$ cat config.mk
export PLATFORM = sky130hd
export DESIGN_NAME = if_stage
export DESIGN_NICKNAME = d
export VERILOG_FILES = /design/src/rtl/if_stage.sv
export SDC_FILE = /design/constraint.sdc
export NUM_CORES = 1
export LEC_CHECK = 0
export ABC_AREA = 0
export CELL_PAD_IN_SITES_DETAIL_PLACEMENT = 1
export CELL_PAD_IN_SITES_GLOBAL_PLACEMENT = 1
export CORE_MARGIN = 2
export CORE_UTILIZATION = 37
export DETAILED_ROUTE_END_ITERATION = 8
export GPL_TIMING_DRIVEN = 0
export PLACE_DENSITY = 0.92
export SLEW_MARGIN = 25
export SYNTH_ARGS = -nofsm -noshare
export SYNTH_HDL_FRONTEND = slang
export SYNTH_SLANG_ARGS = --single-unit
$ cat constraint.sdc
create_clock -name clk_i -period 3.5 [get_ports clk_i]
set_input_delay 0.525 -clock clk_i [delete_from_list [all_inputs] [get_ports clk_i]]
set_output_delay 0.525 -clock clk_i [all_outputs]
set_load 0.05 [all_outputs]
$ cat src/rtl/if_stage.sv
// Instruction-fetch stage: PC register with PC+4 / branch-redirect select and the IF/ID
// pipeline register, driven by the hazard unit's stall controls and the ID-stage branch flush.
module if_stage #(
  parameter logic [31:0] RESET_PC  = 32'h0000_0000,
  parameter logic [31:0] NOP_INSTR = 32'h0000_0013
) (
  input  logic        clk_i,
  input  logic        rst_i,
  input  logic        start_i,
  input  logic        PCWrite_i,
  input  logic        Stall_i,
  input  logic        Flush_i,
  input  logic [31:0] branch_target_i,
  output logic [31:0] instr_addr_o,
  input  logic [31:0] instr_i,
  output logic [31:0] pc_o,
  output logic [31:0] instr_o,
  output logic        valid_o,
  output logic        misalign_o,
  output logic [31:0] fetch_cnt_o
);

  logic [31:0] pc_q,       pc_d;
  logic [31:0] id_pc_q,    id_pc_d;
  logic [31:0] id_instr_q, id_instr_d;
  logic        id_valid_q, id_valid_d;
  logic        misalign_q, misalign_d;
  logic [31:0] fetch_cnt_q, fetch_cnt_d;
  logic [31:0] pc_plus4;

  // Wraps naturally modulo 2^32; alignment is preserved since PC[1:0] is always 00.
  assign pc_plus4 = pc_q + 32'd4;

  always_comb begin
    // NOTE: every signal gets a hold default first so no path through the if/else
    // leaves one unassigned, which would otherwise infer a latch.
    pc_d        = pc_q;
    id_pc_d     = id_pc_q;
    id_instr_d  = id_instr_q;
    id_valid_d  = id_valid_q;
    misalign_d  = misalign_q;
    fetch_cnt_d = fetch_cnt_q;

    if (start_i) begin
      if (Stall_i) begin
        // A flush arriving with a stall is dropped; the branch re-resolves next cycle.
        if (PCWrite_i) pc_d = pc_plus4;
      end else if (Flush_i) begin
        pc_d       = {branch_target_i[31:2], 2'b00};
        id_pc_d    = pc_q;
        id_instr_d = NOP_INSTR;
        id_valid_d = 1'b0;
        if (branch_target_i[1:0] != 2'b00) misalign_d = 1'b1;
      end else begin
        id_pc_d     = pc_q;
        id_instr_d  = instr_i;
        id_valid_d  = 1'b1;
        fetch_cnt_d = fetch_cnt_q + 32'd1;
        if (PCWrite_i) pc_d = pc_plus4;
      end
    end
  end

  always_ff @(posedge clk_i or negedge rst_i) begin
    if (!rst_i) begin
      pc_q        <= RESET_PC;
      id_pc_q     <= 32'h0000_0000;
      id_instr_q  <= NOP_INSTR;
      id_valid_q  <= 1'b0;
      misalign_q  <= 1'b0;
      fetch_cnt_q <= 32'h0000_0000;
    end else begin
      // NOTE: non-blocking assignments so every register samples pre-edge values,
      // independent of statement order.
      pc_q        <= pc_d;
      id_pc_q     <= id_pc_d;
      id_instr_q  <= id_instr_d;
      id_valid_q  <= id_valid_d;
      misalign_q  <= misalign_d;
      fetch_cnt_q <= fetch_cnt_d;
    end
  end

  assign instr_addr_o = pc_q;
  assign pc_o         = id_pc_q;
  assign instr_o      = id_instr_q;
  assign valid_o      = id_valid_q;
  assign misalign_o   = misalign_q;
  assign fetch_cnt_o  = fetch_cnt_q;

endmodule
==> impl_metrics.yaml <==
critical_path:
  worst-endpoint-required_ns: 3.80
  crit_slowest_cell: "clkbuf_1"
  path_buf_inv: 4
  end_kind: "flip-flop"
  critPathMaxFanout: 10
  max_stage_delay_ns: 0.61
  path_cells: "clkdlybuf4s50_1 > clkbuf_1 > nand2b_1 > clkbuf_1 > clkbuf_1 > mux2_2"
  critical_path_class: "in -> reg"
  reg2reg_depth: 6
  crit_top_cell: "clkbuf_1"
  crit_path_start: "start_i"
  critPathLaunchType: "input port"
  cp.arrival_ns: 3.13
  cp_top_family: "buffers and inverters"
  rr_endpoint: "instr_addr_o[30]"
  reg2reg_slack_ns: 1.23
  r2r_start: "instr_addr_o[3]"
place:
  place_ws_ns: 0.168
  io_buffers: 194
  hpwl_microns: 15100
  gp_congestion: 0.940
  dp_cells: 993
drt:
  drc_errors: 0
  via_per_inst: 5.39
  avgRoutedWirePerCell_microns: 20.3
  antenna_left: 0
  drt_first_pass_iters: 5
  vias: 5528
  drt-total-wl_microns: 20800
  dr.first_iter.drc_count: 289
min_path:
  min_path_cells: 1
  holdCritPathClass: "reg -> reg"
  hold_end: "fetch_cnt_o[31]"
  hold_start: "fetch_cnt_o[31]"
global_route:
  grt_overflow: 0
  grt_pass1_vias: 6001
  grt.total_usage: 0.257
  grt_pass1_wl_microns: 33000
  grt_max_degree: 88
  antenna_found_initial: 0
floorplanning:
  coreArea_sq_um: 15300
  fp-row-count: 45
  num_io_pins: 200
  initial_utilization: 0.382
  dieArea_sq_um: 16800
  die_w_microns: 130
  fp.dieH_microns: 130
timing:
  fmax_mhz: 354
  setup_viol_count_final: 0
  report.final.slew_viol_count: 0
  hold_ws_ns: 0.473
  slew_headroom: 0.521
  setup_slack_ns: 0.676
  fin_worst_skew_ns: 0.00690
  tightest_slew_ns: 0.718
  grt_setup_unrepaired: "false"
  fin_crit_sh: 0.807
  period_needed_ns: 2.82
  finalHoldViolCount: 0
yosys:
  synth_cells: 584
  yosysTopAreaCellShare: 0.527
  synth_edf_count: 0
  ys_top_cells_by_area: "dfrtp_1 53%, nand2_1 5.1%, o21ai_0 5.1%, mux2_2 4.2%, xnor2_1 3.6%"
  synthArstFlopShare: 1.00
  synth_cell_types: 49
  ys_warn_count: 0
  ys_seq_area_frac: 0.540
  synthFlopType: "dfrtp_1"
  avgSynthCellArea_sq_um: 10.0
  synth-seq-cells: 126
  synth_top_area_cell: "dfrtp_1"
  synth_area_sq_um: 5850
clock_network:
  cts_num_sinks: 126
  cts.path.max_buffers: 2
  h-tree-depth: 4
  insertion_delay_ns: 0.42
  cts-root-buf: "clkbuf_16"
  cts_resized: 0
  numCtsBuffers: 17
  postCtsSetupRepairBufs: 0
  cts_tree: "built"
  cts.clk_slew.worst_paths_ns: 0.06
final_layout:
  nets: 874
  area_delta_synth_final_pct: 48.7
  final_cells: 1026
  n_antenna_cell: 0
  drive_gt1_frac: 0.0859
pwr:
  irDropWorstVdd_uv: 360
  p_leak_nw: 3.59
  pwr_density_cell_nw_per_um2: 629
run_status:
  outcome: "complete, no violations"
flow_run:
  cap_violations: 0
[timing repair]
action	4_1_cts	5_1_grt
setup endpoints to repair	0	0
hold buffers	1	0
hold endpoints to repair	39	0
[logic make-up (layout without fill, tap and decap cells)]
family                     count (synthesis)  after routing  share of synthesized area
xor gates and xnor gates                  31             31                     0.0464
DFF                                      126            126                      0.540
other                                      1              4                   0.000642
buffers and inverters                     50            278                     0.0362
adders and majority gates                  2              2                    0.00428
and+or+nand+nor                          217            217                      0.198
AOI/OAI and AO/OA                        135            135                      0.132
muxes                                     22             22                     0.0424
[cell usage after synthesis (2+ instances only)]
master	n
nor2b_1	2
buf_4	6
o31ai_1	2
o22ai_1	14
nand3_1	27
nand4_1	20
and3_1	7
inv_1	10
ha_1	2
xor2_1	7
and2_1	5
o2111ai_1	2
or4_1	4
nor3_2	2
dfrtp_1	123
clkbuf_1	33
xnor2_1	24
nand2_1	80
o41ai_1	3
nor2_1	14
a22oi_1	4
a311oi_1	2
a21oi_1	35
nand2b_1	31
and4_1	10
o21ai_0	60
a221oi_1	2
a21o_1	3
nor3_1	7
dfstp_2	3
mux2_2	22
[registers in the layout, indices dropped and copies added (netlist names)]
signal        flops
valid_o           1
misalign_o        1
instr_o          32
instr_addr_o     30
fetch_cnt_o      32
pc_o             30
[power breakdown]
part / switching (mW) / leakage (nW) / total (mW) / internal (mW)
clock: 0.674 / 0.279 / 1.74 / 1.07
combinational: 1.20 / 1.75 / 1.83 / 0.623
sequential: 0.216 / 1.55 / 1.89 / 1.68
total: 2.09 / 3.59 / 5.46 / 3.37
[cell type report]
class                   count  area, sq um
multi-input cells         411         2490
clock inverters            13          141
flip-flops and latches    126         3160
inverters                  10         37.5
fillers                  1692         6630
well taps                 211          264
plain buffers              40          174
clock buffers              19          443
repair buffers            196         1980
[stage by stage]
stage                      util  area [sq um]  power, mW  TNS (ns)
after detailed placement  0.529          8100       3.73         0
after global routing      0.567          8690       5.69         0
final                     0.567          8690       5.46         0
after floorplan               -          5860       2.99         0
after global placement    0.526          8060       3.68   -400.55
after CTS                 0.567          8690       5.50         0
[placed cells by master, fill, tap and decap left out, drive strengths merged, types with 3 or more instances in the layout]
cell | Yosys | final
nor2 | 14 | 14
nand4 | 21 | 21
conb | 1 | 4
xor2 | 7 | 7
clkbuf | 33 | 52
clkinv | 0 | 7
buf | 7 | 9
o22ai | 14 | 14
nor3 | 9 | 9
mux2 | 22 | 22
inv | 10 | 11
o21ai | 60 | 60
and3 | 7 | 7
a21oi | 35 | 35
dfrtp | 123 | 123
a21o | 3 | 3
clkinvlp | 0 | 3
and2 | 5 | 5
nand3 | 27 | 27
o41ai | 3 | 3
dfstp | 3 | 3
nand2 | 80 | 80
or4 | 4 | 4
nand2b | 31 | 31
clkdlybuf4s50 | 0 | 193
a22oi | 4 | 4
xnor2 | 24 | 24
and4 | 10 | 10
[how the worst max path moves through the flow]
| stage | end | cells past startpoint |
|---|---|---|
| 2_1_floorplan | instr_addr_o[31] | 7 |
| 3_3_place_gp | pc_o[12] | 1 |
| 3_5_place_dp | pc_o[24] | 6 |
| 4_1_cts | pc_o[24] | 6 |
| 5_1_grt | pc_o[24] | 6 |
| 6_report | pc_o[24] | 6 |
[layer usage]
layer	GRT usage	routed length, microns
met2	0.424	10200
met1	0.314	8400
met3	0.0845	1760
met4	0.0974	503
met5	0	0
Note: power is estimated with default switching activity, not from simulation.
